File: src/rtl/bcd_pkg.sv
// Shared definitions for the BCD up/down counter.
//   BCD_W     : width of one BCD decade
//   BCD_MAX   : largest legal digit value (9)
//   BCD_MIN   : smallest legal digit value (0)
//   bcd_valid : true when a 4-bit value is a legal BCD digit
package bcd_pkg;
    localparam int           BCD_W   = 4;
    localparam logic [3:0]   BCD_MAX = 4'd9;
    localparam logic [3:0]   BCD_MIN = 4'd0;

    function automatic logic bcd_valid(input logic [BCD_W-1:0] digit);
        return (digit <= BCD_MAX);
    endfunction
endpackage

File: src/rtl/bcd_digit_cell.sv
// One BCD decade of the up/down counter.
// Ports:
//   clk        : clock, rising edge
//   rst        : asynchronous active-low reset
//   step       : advance this decade by one in direction 'up'
//   up         : 1 = increment, 0 = decrement
//   clr        : synchronous clear (highest priority)
//   load       : synchronous load of load_digit (invalid digits load as 0)
//   load_digit : digit value to load
//   digit      : registered digit value
//   is_max     : digit == 9
//   is_min     : digit == 0
module bcd_digit_cell
    import bcd_pkg::*;
(
    input  logic             clk,
    input  logic             rst,
    input  logic             step,
    input  logic             up,
    input  logic             clr,
    input  logic             load,
    input  logic [BCD_W-1:0] load_digit,
    output logic [BCD_W-1:0] digit,
    output logic             is_max,
    output logic             is_min
);

    logic [BCD_W-1:0] r_digit;

    always_ff @(posedge clk or negedge rst) begin
        if (!rst) begin
            r_digit <= BCD_MIN;
        end else if (clr) begin
            r_digit <= BCD_MIN;
        end else if (load) begin
            r_digit <= bcd_valid(load_digit) ? load_digit : BCD_MIN;
        end else if (step) begin
            // '>=' rather than '==' so that an impossible non-BCD value
            // still returns to a legal digit instead of counting on.
            if (up) begin
                r_digit <= (r_digit >= BCD_MAX) ? BCD_MIN : r_digit + 4'd1;
            end else begin
                r_digit <= (r_digit == BCD_MIN || r_digit > BCD_MAX) ?
                           BCD_MAX : r_digit - 4'd1;
            end
        end
    end

    assign digit  = r_digit;
    assign is_max = (r_digit == BCD_MAX);
    assign is_min = (r_digit == BCD_MIN);

endmodule

File: src/rtl/bcd_updown_counter.sv
// Multi-decade BCD up/down counter with synchronous clear/load and
// optional saturation at the limits.
// Parameters:
//   DIGITS   : number of BCD decades (1..8)
//   SATURATE : 0 = wrap at the limits, 1 = hold at the limits
// Ports:
//   clk      : clock, rising edge
//   rst      : asynchronous active-low reset
//   en       : count enable, one step per cycle
//   up       : 1 = increment, 0 = decrement
//   clr      : synchronous clear (priority over load and en)
//   load     : synchronous load of load_val (priority over en)
//   load_val : BCD value to load, digit i at [4i+3:4i]
//   count    : registered BCD count
//   tc       : combinational terminal count, for cascading into en of
//              the next instance
//   ovf      : registered one-cycle pulse after an up step at max
//   udf      : registered one-cycle pulse after a down step at min
//   load_err : registered one-cycle pulse after a load with a bad digit
module bcd_updown_counter
    import bcd_pkg::*;
#(
    parameter int DIGITS   = 2,
    parameter bit SATURATE = 1'b0
) (
    input  logic                  clk,
    input  logic                  rst,
    input  logic                  en,
    input  logic                  up,
    input  logic                  clr,
    input  logic                  load,
    input  logic [4*DIGITS-1:0]   load_val,
    output logic [4*DIGITS-1:0]   count,
    output logic                  tc,
    output logic                  ovf,
    output logic                  udf,
    output logic                  load_err
);

    logic [DIGITS-1:0] w_is_max;
    logic [DIGITS-1:0] w_is_min;
    logic [DIGITS:0]   w_low_max;   // bit i: decades 0..i-1 are all 9
    logic [DIGITS:0]   w_low_min;   // bit i: decades 0..i-1 are all 0
    logic [DIGITS-1:0] w_step;
    logic [DIGITS-1:0] w_digit_bad;
    logic              w_all_max;
    logic              w_all_min;
    logic              w_at_limit;
    logic              w_hold;
    logic              w_count_cycle;
    logic              w_ovf_next;
    logic              w_udf_next;
    logic              w_lerr_next;

    logic              r_ovf;
    logic              r_udf;
    logic              r_load_err;

    assign w_low_max[0] = 1'b1;
    assign w_low_min[0] = 1'b1;

    generate
        for (genvar gi = 0; gi < DIGITS; gi++) begin : g_digit
            assign w_low_max[gi+1] = w_low_max[gi] & w_is_max[gi];
            assign w_low_min[gi+1] = w_low_min[gi] & w_is_min[gi];

            // Ripple enable: a decade moves only when every lower decade
            // is about to roll over in the current direction.
            assign w_step[gi] = en & ~w_hold &
                                (up ? w_low_max[gi] : w_low_min[gi]);

            assign w_digit_bad[gi] = ~bcd_valid(load_val[gi*BCD_W +: BCD_W]);

            bcd_digit_cell u_cell (
                .clk        (clk),
                .rst        (rst),
                .step       (w_step[gi]),
                .up         (up),
                .clr        (clr),
                .load       (load),
                .load_digit (load_val[gi*BCD_W +: BCD_W]),
                .digit      (count[gi*BCD_W +: BCD_W]),
                .is_max     (w_is_max[gi]),
                .is_min     (w_is_min[gi])
            );
        end
    endgenerate

    assign w_all_max  = w_low_max[DIGITS];
    assign w_all_min  = w_low_min[DIGITS];
    assign w_at_limit = up ? w_all_max : w_all_min;

    // In saturate mode a step at the limit is suppressed entirely, so
    // every decade holds. In wrap mode all decades roll over together.
    assign w_hold = SATURATE & w_at_limit;

    assign tc = en & w_at_limit;

    // Only a genuine count cycle (no clr, no load) may raise ovf/udf.
    assign w_count_cycle = en & ~clr & ~load;
    assign w_ovf_next    = w_count_cycle &  up & w_all_max;
    assign w_udf_next    = w_count_cycle & ~up & w_all_min;
    assign w_lerr_next   = ~clr & load & (|w_digit_bad);

    always_ff @(posedge clk or negedge rst) begin
        if (!rst) begin
            r_ovf      <= 1'b0;
            r_udf      <= 1'b0;
            r_load_err <= 1'b0;
        end else begin
            r_ovf      <= w_ovf_next;
            r_udf      <= w_udf_next;
            r_load_err <= w_lerr_next;
        end
    end

    assign ovf      = r_ovf;
    assign udf      = r_udf;
    assign load_err = r_load_err;

endmodule

File: config.mk
export PLATFORM = sky130hd
export DESIGN_NAME = bcd_updown_counter
export DESIGN_NICKNAME = d
export VERILOG_FILES = /design/src/rtl/bcd_pkg.sv /design/src/rtl/bcd_digit_cell.sv /design/src/rtl/bcd_updown_counter.sv
export SDC_FILE = /design/constraint.sdc
export NUM_CORES = 1
export LEC_CHECK = 0
export BUFFER_PORTS_ARGS = -buffer_cell sky130_fd_sc_hd__buf_2
export CORE_UTILIZATION = 56
export DETAILED_ROUTE_END_ITERATION = 8
export GPL_TIMING_DRIVEN = 0
export PLACE_DENSITY = 0.79
export SYNTH_ARGS = -nofsm -noshare
export SYNTH_HDL_FRONTEND = slang
export SYNTH_SLANG_ARGS = --single-unit
File: constraint.sdc
create_clock -name clk -period 4.1 [get_ports clk]
set_clock_uncertainty 0.05 [all_clocks]
set_input_delay 0.205 -clock clk [delete_from_list [all_inputs] [get_ports clk]]
set_output_delay 0.205 -clock clk [all_outputs]
set_load 0.01 [all_outputs]
* Word level (Yosys, flattened, before mapping) *
Cells that the tools add are included.

operators by class
  equality and inequality tests = 2
  bitwise operators = 17
  $add $sub $neg = 4
  $lt $le $gt $ge = 6
  mux-type cells = 16
  reductions and logical operators = 7

operator list
  cell                                                                 number
  4-bit two-way mux                                                    14
  1-bit AND                                                            12
  4-bit by 1-bit adder with 4-bit output (second input constant)       2
  4-bit == test (second input constant)                                2
  4-bit greater-or-equal comparator (second input constant)            2
  4-bit > comparator (second input constant)                           2
  4-bit <= comparator (second input constant)                          2
  4-bit zero test                                                      2
  4-bit by 1-bit subtractor with 4-bit output (second input constant)  2
  3-bit nonzero test                                                   2
  1-bit NOT                                                            5
  1-bit logical OR                                                     2
  1-bit two-way mux                                                    2
  2-bit OR reduction                                                   1

storage, ports and cells
  register bits after elaboration = 11
  output and inout port bits = 12
  input bits = 14
  logic and storage cells = 57

* Depth between registers and ports, before layout *
Gate-level depths: netlist of run 1.

  word-level depth = 7
  depth in mapped cells = 7
  mapped depth without buffers = 7

* Cells and area by module *
From an unflattened synthesis of run 1, not the netlist that was laid out.

second synthesis, totals
  cell total of the unflattened synthesis = 137
  area, all modules = 1119.8 µm²

by module, submodules not included
  module              times used  sequential area each (µm²)  cells an instance  area each (µm²)
  bcd_digit_cell      2           100.1                       61                 485.5
  bcd_updown_counter  1           75.1                        15                 148.9

* Worst setup path after synthesis of run 1 *
OpenSTA, ideal clock, no wires.

  path kind = register -> register
  start point = register g_digit[0].u_cell.r_digit[0]
  end point = register g_digit[1].u_cell.r_digit[3]
  data required time = 3928 ps
  setup time = 122 ps
  stages on the path, launching flop included = 8
  setup slack = 2096 ps
  buffers on the path = 0
  clock period less this slack = 2004 ps
  arrival = 1832 ps
  cells stage by stage = dfrtp_1 -> inv_2 -> ha_1 -> or3b_4 -> a21oi_4 -> nand2_1 -> a22o_1 -> a32o_1

between the ends
  word-level cells in the longest chain between the ends = 4
  elaborated cells on any way between the ends = 5
  those cells by class = eq/ne (1); mux (1); bitwise (1); reduce/logical (2)

RTL lines
  element                                                  RTL line                                    RTL
  start: declaration                                       bcd_digit_cell.sv:28                        logic [BCD_W-1:0] r_digit;
  start signal: assignment                                 bcd_digit_cell.sv:36                        r_digit <= bcd_valid(load_digit) ? load_digit : BCD_MIN;
  start signal: assignment                                 bcd_digit_cell.sv:41                        r_digit <= (r_digit >= BCD_MAX) ? BCD_MIN : r_digit + 4'd1;
  start signal: assignment                                 bcd_digit_cell.sv:43                        r_digit <= (r_digit == BCD_MIN || r_digit > BCD_MAX) ?
  4-bit == test / 4-bit zero test (equally long branches)  bcd_digit_cell.sv:50, bcd_digit_cell.sv:51
  1-bit two-way mux *                                      bcd_updown_counter.sv:70                    (up ? w_low_max[gi] : w_low_min[gi]);
  1-bit AND *                                              bcd_updown_counter.sv:69                    assign w_step[gi] = en & ~w_hold &
  3-bit nonzero test (no source line) *                    --
  end signal: assignment                                   bcd_digit_cell.sv:36
  end signal: assignment                                   bcd_digit_cell.sv:41
  end signal: assignment                                   bcd_digit_cell.sv:43
  end: declaration                                         bcd_digit_cell.sv:28

Every way passes the cells marked *; elsewhere a longest branch is shown, timed or not.
A chain may end at the register's enable or synchronous reset.

* Worst setup path after layout of run 1 *
  start point = register g_digit[0].u_cell.r_digit[0]
  end point = register g_digit[1].u_cell.r_digit[0]

Same word-level chain as after synthesis.

==> metrics list, run 1 <==
* Result of the run: finished, final reports clean
- Placed cell count: approximately 180
- In this run the remaining antenna-violating nets after routing total 0.
- The worst setup path is launched from a register.
* Final period utilization: around 54%
- Setup violations remaining at the end of the flow were counted as 0.
- In the layout the commonest cells are sky130_fd_sc_hd__buf_2 (28), sky130_fd_sc_hd__nor2_1 (12), sky130_fd_sc_hd__dfrtp_1 (11).
- The average instance in the mapped netlist occupies between 7 and 8 um^2.
* Total wirelength of the detailed-routed design: 2.563 mm
- After technology mapping, the gate count stands at between 100 and 150.
- Entering global routing, the biggest net connects 12 pins.
* Syn Std Cell Area: ~0.0010 mm^2
- Core area: 0.001745 mm^2
- Post-synth top flop: sky130_fd_sc_hd__dfrtp_1
* Congestion Overflow GR: 0
- Total Nets Final: 184
- Initial core utilization: 60.00%
- Share of total power in sequential cells: a little under 40%
* Die span in y: 45.25 um
- Once detailed placement completed, the half-perimeter wirelength came to 1.948 mm.
- The number of clock buffers added by TritonCTS is 3.
- Critical register-to-register path endpoint: g_digit[1].u_cell.digit[0]$_DFFE_PN0P_
* Switching power of the nets: 115.6 uW
* Cell types occupying the most area after synthesis: sky130_fd_sc_hd__dfrtp_1 (26%), sky130_fd_sc_hd__ha_1 (8.4%), sky130_fd_sc_hd__a21oi_1 (4.3%)
- Fill cells in the final layout number roughly 160.
- Routed wire per std cell: about 14 um
- Crit path buf inv count: 1
- Clock slew seen by the registers of the worst setup and hold paths: approximately 0.090 ns
- The clock passes through at most 2 buffers.
* Antenna violations before repair: 0
- Crit-path cells: inv_2 -> ha_1 -> or3b_4 -> a21oi_4 -> o21ai_1 -> a221oi_1 -> a211oi_1
* Worst setup path start: g_digit[0].u_cell.digit[0]$_DFFE_PN0P_
- R2R Setup Slk: roughly 1.9 ns
* Number of gates resized after CTS: 0
* TritonCTS clock tree: done
* H-tree levels: 1
* Crit-path slowest cell: sky130_fd_sc_hd__dfrtp_1
- The repair_antennas step left the layout with diodes totalling 0.
- Clock latency on the worst-skew pair: ~0.28 ns
- After layout, the minimum clock period comes to between 2 and 2.5 ns.
- IR analysis of the VDD net gives a maximum drop of about 0.00023 V.
- Post-place instance area: around 0.0012 mm^2
- Counting flops and latches in the post-synthesis netlist gives 11.
* Vias per std cell: between 5 and 6
- The first TritonRoute pass finished after 4 iterations.
* Cell row count: 15
* Iteration-0 DRC Markers: 31
- Leak: 0.5803 nW
* Endpoint kind of the worst setup timing path: register
- For this run, asynchronously set or reset flops after synthesis account for between 90% and 100%.
- Number of synthesized flops with an enable pin: 0
- Power per standard cell area: between 200 and 300 mW/mm^2
- The final max-slew violation count came to 0.
- Internal power component: 198.5 uW
- Post-synthesis net count: ~150
- Summing the sequential cell areas from Yosys gives between 20% and 30% of the chip area.
- Number of cell instances on the worst register-to-register path: 7
* Area grow syn2layout: 17.92%
- The first global-routing pass estimated between 4 and 5 mm of wire.
* Number of placed I/O pins: 26
- Worst endpoint required time: around 4.2 ns
- Across the run, the number of max-cap violations was 0.
* Proportion of layout cells with a drive suffix above 1: between 20% and 30%
* Number of remaining DRC errors: 0
- The detailed router placed around 1100 vias in this run.
* Delay-heaviest family, CP: compound AO/OA/AOI/OAI gates
* Ys Warns: 0
- Largest driver fanout on the critical path: 9
- The share of total power dissipated in the clock network is 25.7%.
- Setup repair after global routing missed its margin: no
- I/O Buffers: 24
- Path class of the lowest-slack min-delay path: input port to register
- Number of gates on the worst path with buffers counted: 7
- Critical path data arrival time: ~2.3 ns
- For the pin with the worst max-slew slack, the measured transition is 0.4163 ns.
- Non-filler cells in the finished layout: 187
- Most common cell after layout, fill and taps aside: sky130_fd_sc_hd__buf_2
* Root buffer cell: sky130_fd_sc_hd__clkbuf_4
* Synth top area share: a little over a quarter
- The critical path is of the register to register type.
- The via count of the first global-routing pass was around 940.
- Count of final hold-check violations: 0
- Summing internal, switching and leakage power gives roughly 310 uW.
- Combinational fraction of design power: between 30% and 40%
- The largest total area in the synthesized netlist belongs to sky130_fd_sc_hd__dfrtp_1.
- Switching fraction of total power: approximately 37%
- In this run the horizontal extent of the chip is around 45 um.
- Max-Slew Margin vs Limit: about 72%
- Total Negative Setup Slacks: 0 ns
- In this run the critical register-to-register path is launched from g_digit[0].u_cell.digit[0]$_DFFE_PN0P_.
- Floorplan die area: between 0.002 and 0.0025 mm^2
- Timing would allow up to about 460 MHz.
* Slowest cell delay on critical path: 0.47 ns
* Final RePlAce weighted congestion: ~0.86
- After synthesis, the netlist uses 53 different library cells.
- Crit path capture: g_digit[1].u_cell.digit[0]$_DFFE_PN0P_
- Global routing used between 20% and 30% of the available tracks.
* Clock net sink count: 11
* Cell area after layout: around 0.0012 mm^2
## how the worst min path moves through the flow
stage,start,to,slack [ns],cells after the start
6_report,clr,g_digit[1].u_cell.digit[0]$_DFFE_PN0P_,0.11,2
5_1_grt,clr,g_digit[1].u_cell.digit[0]$_DFFE_PN0P_,0.12,2
4_1_cts,clr,g_digit[1].u_cell.digit[0]$_DFFE_PN0P_,0.11,2
3_5_place_dp,rst,ovf$_DFF_PN0_,0.05,1
3_3_place_gp,rst,ovf$_DFF_PN0_,0.05,1
2_1_floorplan,rst,g_digit[0].u_cell.digit[0]$_DFFE_PN0P_,-0.14,0
## Yosys cell counts, types with 3 or more instances
cell type                  number
sky130_fd_sc_hd__nand2_1        9
sky130_fd_sc_hd__o21ai_0        4
sky130_fd_sc_hd__nor2_1        12
sky130_fd_sc_hd__buf_2          4
sky130_fd_sc_hd__nor2b_1        4
sky130_fd_sc_hd__a21oi_1        9
sky130_fd_sc_hd__inv_1          9
sky130_fd_sc_hd__nor3_1         4
sky130_fd_sc_hd__nand2b_1       5
sky130_fd_sc_hd__inv_2          3
sky130_fd_sc_hd__nand3_1        3
sky130_fd_sc_hd__ha_1           7
sky130_fd_sc_hd__a31oi_1        3
sky130_fd_sc_hd__dfrtp_1       11
## sequential cells by signal (all words and copies together) (netlist names)
signal,flops
g_digit.u_cell.digit,8
ovf,1
load_err,1
udf,1
## logic make-up after synthesis
family	share of synthesized area, %
flip-flops	26.28
multiplexers	0.9558
XOR/XNOR	0.8365
AND/OR/NAND/NOR	27.60
buffers and inverters	7.646
adder cells (fa/ha/maj)	8.363
AO/OA/AOI/OAI	28.32
## worst reg2reg max path, cell delays in order, from the launching register on
cell                       delay [ns]
sky130_fd_sc_hd__dfrtp_1         0.47
sky130_fd_sc_hd__inv_2           0.11
sky130_fd_sc_hd__ha_1            0.23
sky130_fd_sc_hd__or3b_4          0.42
sky130_fd_sc_hd__a21oi_4         0.26
sky130_fd_sc_hd__o21ai_1         0.11
sky130_fd_sc_hd__a221oi_1        0.33
sky130_fd_sc_hd__a211oi_1        0.09
## repair_timing
item,CTS,global route
setup buffers,0,0
endpoints found under the hold margin,11,0
hold buffers,1,0
## routing by layer
layer	global-route usage (%)	up-vias	wire length, um
met4	12.73	0	48
met2	39.42	42	1122
li1	-	543	-
met1	42.43	502	1250
met5	0	-	0
met3	3.200	6	142
## power by group through the flow
stage | clock network, mW | registers [mW] | logic, mW
finish | 0.0808 | 0.123 | 0.111
floorplan | 0 | 0.126 | 0.0725
global route | 0.0847 | 0.124 | 0.123
CTS | 0.0803 | 0.122 | 0.110
detailed placement | 0 | 0.125 | 0.109
global placement | 0 | 0.125 | 0.105
## final cells by class
class                      instances  area [um^2]  share of cell area [%]
inverter                          13        48.80                   3.951
sequential                        11        275.3                   22.29
clock buffer                       4        26.28                   2.128
timing repair buffer              25        130.1                   10.54
multi-input combinational        103        691.9                   56.03
buffer                             6        31.28                   2.533
tap                               25        31.28                   2.533
## stage by stage
stage	hold slack, ns	utilization, %	worst slack [ns]
after floorplan	-0.1406	-	2.096
final	0.1131	70.75	1.905
after CTS	0.1081	70.75	1.909
after global routing	0.1181	70.75	1.826
after detailed placement	0.05132	68.67	1.927
after global placement	0.04516	68.67	1.973
No activity file was read; power rests on OpenSTA's default activity.
==> inputs of run 2 (changes only) <==
ABC_AREA = 1   (was default)
CORE_ASPECT_RATIO = 1.5   (was default)
CORE_UTILIZATION = 53   (was 56)
PLACE_DENSITY = 0.75   (was 0.79)
clock period = 2.2 ns   (was 4.1 ns; I/O delays follow)
==> run 2 against run 1 <==
Effect of this change:
- die area increased by 11%
- area after synthesis rose by 5.6%
- global-route usage rose by 0.15 points
- final area rose by 4.8%
- clock-buffer cell count unchanged
- total power increased by 120%
- via count rose by 8.4%
- sequential share of layout area shrank 1.0 points
- critical path type is now register to output port
==> metrics list, run 2 <==
* Result of the run: finished, final reports clean (unchanged)
* Number of placed I/O pins: 26 (unchanged)
- The clock latency at the later pin of the worst-skew pair came to 0.29 ns (was 0.28 ns).
- Die Wd: 39.30 um (was 45.25 um)
- Core area: 0.001902 mm^2 (was 0.001745 mm^2)
- Wire length of the first global-routing pass: 4.457 mm (was 4.126 mm)
* Hold Slack: 0.1150 ns (was 0.1131 ns)
- The transition time of the tightest slew-check pin was 0.3248 ns (was 0.4163 ns).
- Antenna violations before repair: 0 (unchanged)
* Congestion Overflow GR: 0 (unchanged)
- Crit-path cells: inv_1 -> ha_1 -> nand3_2 -> inv_1 -> nand2_1 -> o22ai_1 -> and2_1 -> buf_2 (was inv_2 -> ha_1 -> or3b_4 -> a21oi_4 -> o21ai_1 -> a221oi_1 -> a211oi_1).
- Routed wire per std cell: 12.68 um (was 13.71 um)
- Commonest cells after routing, fill and taps aside: sky130_fd_sc_hd__nand2_1 (49), sky130_fd_sc_hd__buf_2 (25), sky130_fd_sc_hd__nand3_1 (15) (was sky130_fd_sc_hd__buf_2 (28), sky130_fd_sc_hd__nor2_1 (12), sky130_fd_sc_hd__dfrtp_1 (11)).
* Largest area contributor in the netlist: sky130_fd_sc_hd__dfrtp_1 (unchanged)
- The amount of wire on met3 after detailed routing is 83 um (was 142 um).
- Setup violation total in the final timing report: 0 (unchanged)
- The data arrival at the endpoint of the critical path was 1.77 ns (was 2.30 ns).
* Max-Slew Margin vs Limit: 78.12% (was 72.25%)
- Highest achievable clock rate: between 500 and 600 MHz
* Power per standard cell area: 544.6 mW/mm^2 (was 254.3 mW/mm^2)
- Number of distinct library cells after synthesis: 27 (was 53)
* Most common cell after layout, fill and taps aside: sky130_fd_sc_hd__nand2_1 (was sky130_fd_sc_hd__buf_2)
- Final period utilization: between 80% and 90%
- The classification of the worst setup path was register to output port (was register to register).
- The part of the total power dissipated in combinational logic is 43.7% (was 35.2%).
- The internal power contribution came to 407.7 uW (was 198.5 uW).
- The total via count in the routed design is 1185 (was 1093).
- The number of routed nets with antenna violations is 0 (unchanged).
- The pin count of the biggest net entering global routing came to 12 (unchanged).
* Aggregate global-route resource usage: 28.20% (was 28.05%)
* Switching fraction of total power: 42.14% (was 36.81%)
- The critical register-to-register path endpoint is g_digit[1].u_cell.digit[3]$_DFFE_PN0P_ (was g_digit[1].u_cell.digit[0]$_DFFE_PN0P_).
- I/O Buffers: 25 (was 24)
- Synth top area share: 24.89% (was 26.28%)
- The area added between synthesis and finish is 16.97% (was 17.92%).
- Die span in y: 57.95 um (was 45.25 um)
* Proportion of layout cells with a drive suffix above 1: 28.21% (was 24.69%)
- The first-iteration detailed-routing DRC count came to 18 (was 31).
* Share of total power in sequential cells: 34.5% (was 39.0%)
* Number of synthesized flops with an enable pin: 0 (unchanged)
* Post-layout utilization of the core: 68.03% (was 70.75%)
- The clock tree from TritonCTS is done (unchanged).
- The maximum net fanout on the critical path came to 9 (unchanged).
- The effective utilization at floorplan came to 58.16% (was 60.00%).
- Via count of the first global-routing pass: 1078 (was 937)
- Post-synthesis sequential area ratio: 24.89% (was 26.28%)
- The final max-slew violation count is 0 (unchanged).
* Final RePlAce weighted congestion: 0.7985 (was 0.8636)
- The most used flip-flop cell after synthesis is sky130_fd_sc_hd__dfrtp_1 (unchanged).
- Seq. cell area: 275.3 um^2 (unchanged)
- The row count was 19 (was 15).
- Syn Std Cell Area: 0.001106 mm^2 (was 0.001047 mm^2)
- Total wirelength of the detailed-routed design: 2.738 mm (was 2.563 mm)
- The CTS clock-pin slew for the worst setup and hold paths is 0.08 ns (was 0.09 ns).
- Setup repair after global routing missed its margin: no (unchanged)
* H-tree levels: 1 (unchanged)
- R2R Setup Slk: 0.50 ns (was 1.90 ns)
- Crit-path slowest cell: sky130_fd_sc_hd__dfrtp_1 (unchanged)
* Switching power of the nets: 296.9 uW (was 115.6 uW)
- Number of remaining DRC errors: 0 (unchanged)
* Post-place instance area: 0.001257 mm^2 (was 0.001199 mm^2)
- Clock net sink count: 11 (unchanged)
- The maximum root-to-sink buffer count came to 2 (unchanged).
* Worst IR Drop VDD: 0.0003553 V (was 0.0002285 V)
* Cell types occupying the most area after synthesis: sky130_fd_sc_hd__dfrtp_1 (25%), sky130_fd_sc_hd__nand2_1 (17%), sky130_fd_sc_hd__ha_1 (7.9%) (was sky130_fd_sc_hd__dfrtp_1 (26%), sky130_fd_sc_hd__ha_1 (8.4%), sky130_fd_sc_hd__a21oi_1 (4.3%))
- The final total power is 704.6 uW (was 314.1 uW).
* Synth Area per Inst: 6.703 um^2 (was 7.874 um^2)
- Relative contribution of the clock network to total power: 21.8% (was 25.7%)
* Shortest clock period the worst path allows after layout: between 1.5 and 2 ns
* Number of register bits inferred by synthesis: 11 (unchanged)
* Area of the multi-input gates: 713.2 um^2 (was 691.9 um^2)
- Vias per std cell: 5.486 (was 5.845)
- The final setup TNS is 0 ns (unchanged).
- Path class of the lowest-slack min-delay path: input port to register (unchanged)
- Slowest cell delay on critical path: 0.53 ns (was 0.47 ns)
- The startpoint of the worst setup timing path was g_digit[0].u_cell.digit[0]$_DFFE_PN0P_ (unchanged).
- Largest register by flop count: g_digit.u_cell.digit (unchanged)
- The kind of start point of the critical path is a register (unchanged).
- The type of element capturing the critical path is an output port (was register).
- Cell area after layout: 0.001294 mm^2 (was 0.001235 mm^2)
- Worst endpoint required time: 2.04 ns (was 4.20 ns)
* Root buffer cell: sky130_fd_sc_hd__clkbuf_4 (unchanged)
- The count of maximum capacitance violations came to 0 (unchanged).
- Count of final hold-check violations: 0 (unchanged)
* Leak: 0.7157 nW (was 0.5803 nW)
* Crit Reg-Reg Startpoint: g_digit[1].u_cell.digit[0]$_DFFE_PN0P_ (was g_digit[0].u_cell.digit[0]$_DFFE_PN0P_)
- Total routed wire length on the met1 layer: 1.029 mm (was 1.250 mm)
* Post-synthesis net count: 186 (was 154)
- The number of flip-flops in the largest register came to 8 (unchanged).
- The proportion of register bits with asynchronous set or reset after synthesis was 100.0% (unchanged).
- The cell count after synthesis was 165 (was 133).
- The number of fill cells is 183 (was 163).
* Antenna cells: 0 (unchanged)
* Most repeated cell in the gate-level netlist after synthesis: sky130_fd_sc_hd__nand2_1 (was sky130_fd_sc_hd__nor2_1)
* Floorplan die area: 0.002277 mm^2 (was 0.002047 mm^2)
- Most numerous cell types in the synthesized netlist: sky130_fd_sc_hd__nand2_1 (49), sky130_fd_sc_hd__nand3_1 (15), sky130_fd_sc_hd__nor2_1 (13) (was sky130_fd_sc_hd__nor2_1 (12), sky130_fd_sc_hd__dfrtp_1 (11), sky130_fd_sc_hd__a21oi_1 (9), sky130_fd_sc_hd__inv_1 (9), sky130_fd_sc_hd__nand2_1 (9)).
- The placed wire-length estimate after detailed placement came to 2.150 mm (was 1.948 mm).
* Ys Warns: 0 (unchanged)
- The total number of nets in the final design came to 217 (was 184).
- CP dominant cell by count: sky130_fd_sc_hd__inv_1
* Length of the first detailed-routing pass in iterations: 4 (unchanged)
- The count of instances resized after the clock tree is built is 0 (unchanged).
* DR WL met2: 1.528 mm (was 1.122 mm)
- The highest metal layer with signal wires is met4 (unchanged).
* Number of buffers added by the clock tree synthesis step: 3 (unchanged)
* Number of cell instances on the worst register-to-register path: 12 (was 7)
- Crit path capture: tc (was g_digit[1].u_cell.digit[0]$_DFFE_PN0P_)
==> run 2: cell types whose count changed after synthesis, moves of 5 or more <==
cell,previous run,this run
sky130_fd_sc_hd__nand2_1,9,49
sky130_fd_sc_hd__nand2_2,0,7
sky130_fd_sc_hd__nand2b_1,5,0
sky130_fd_sc_hd__nand3_1,3,15
sky130_fd_sc_hd__nand4_1,1,6
sky130_fd_sc_hd__o21ai_1,2,7
==> run 2: how the worst min path moves through the flow <==
stage | start | to | slack, ns | depth (start not counted)
after floorplan | rst | g_digit[0].u_cell.digit[0]$_DFFE_PN0P_ | -0.24 | 0
after global placement | rst | ovf$_DFF_PN0_ | -0.05 | 1
after detailed placement | rst | ovf$_DFF_PN0_ | -0.05 | 1
after CTS | clr | g_digit[0].u_cell.digit[0]$_DFFE_PN0P_ | 0.12 | 4
after global routing | clr | g_digit[0].u_cell.digit[0]$_DFFE_PN0P_ | 0.14 | 4
final | en | g_digit[0].u_cell.digit[3]$_DFFE_PN0P_ | 0.11 | 4
==> run 2: area by class of cell <==
cell class / count / area share, %
Sequential cell: 11 / 21.28
Clock buffer: 4 / 2.031
Buffer: 3 / 2.321
Tap cell: 21 / 2.031
Multi-Input combinational cell: 131 / 55.13
Timing Repair Buffer: 26 / 10.44
Inverter: 20 / 6.770
==> run 2: what timing repair did <==
item	CTS	global route
hold endpoints to repair	11	0
setup endpoints to repair	0	0
buffers inserted	0	0
hold buffers	1	0
==> run 2: cells by family (layout without fill, tap and decap cells) <==
kind of cell / Yosys count / count (layout) / synth area share (%)
fa+ha+maj: 7 / 7 / 7.918
xor+xnor: 2 / 2 / 1.584
compound gates: 22 / 22 / 11.09
simple gates: 100 / 100 / 43.89
flops: 11 / 11 / 24.89
buf+inv: 23 / 53 / 10.63
==> run 2: power by group through the flow <==
stage	Clock [mW]	Sequential (mW)	Combinational, mW
final	0.153	0.243	0.308
after detailed placement	0	0.247	0.306
after global placement	0	0.245	0.298
after global routing	0.167	0.246	0.346
after floorplan	0	0.250	0.218
after CTS	0.150	0.243	0.309
==> run 2: layer usage <==
layer  GRT usage [%]  vias to the layer above
met3           5.747                       11
met5               0                        -
met2           49.29                       36
met1           28.54                      537
met4           17.73                        0
li1                -                      601
==> run 2: critical path, delay by kind of cell, from the launching register on <==
kind                     cells  cell delay, ns
AO/OA/AOI/OAI                1            0.06
adder cells (fa/ha/maj)      1            0.26
buffers and inverters        3            0.31
flip-flops                   1            0.53
AND/OR/NAND/NOR              3            0.33
==> run 2: stage by stage <==
| step | instances | setup slack, ns |
|---|---|---|
| 2_1_floorplan | 165 | 0.6881 |
| 3_3_place_gp | 211 | 0.5638 |
| 3_5_place_dp | 211 | 0.5251 |
| 4_1_cts | 216 | 0.2656 |
| 5_1_grt | 216 | 0.1392 |
| 6_report | 216 | 0.2656 |
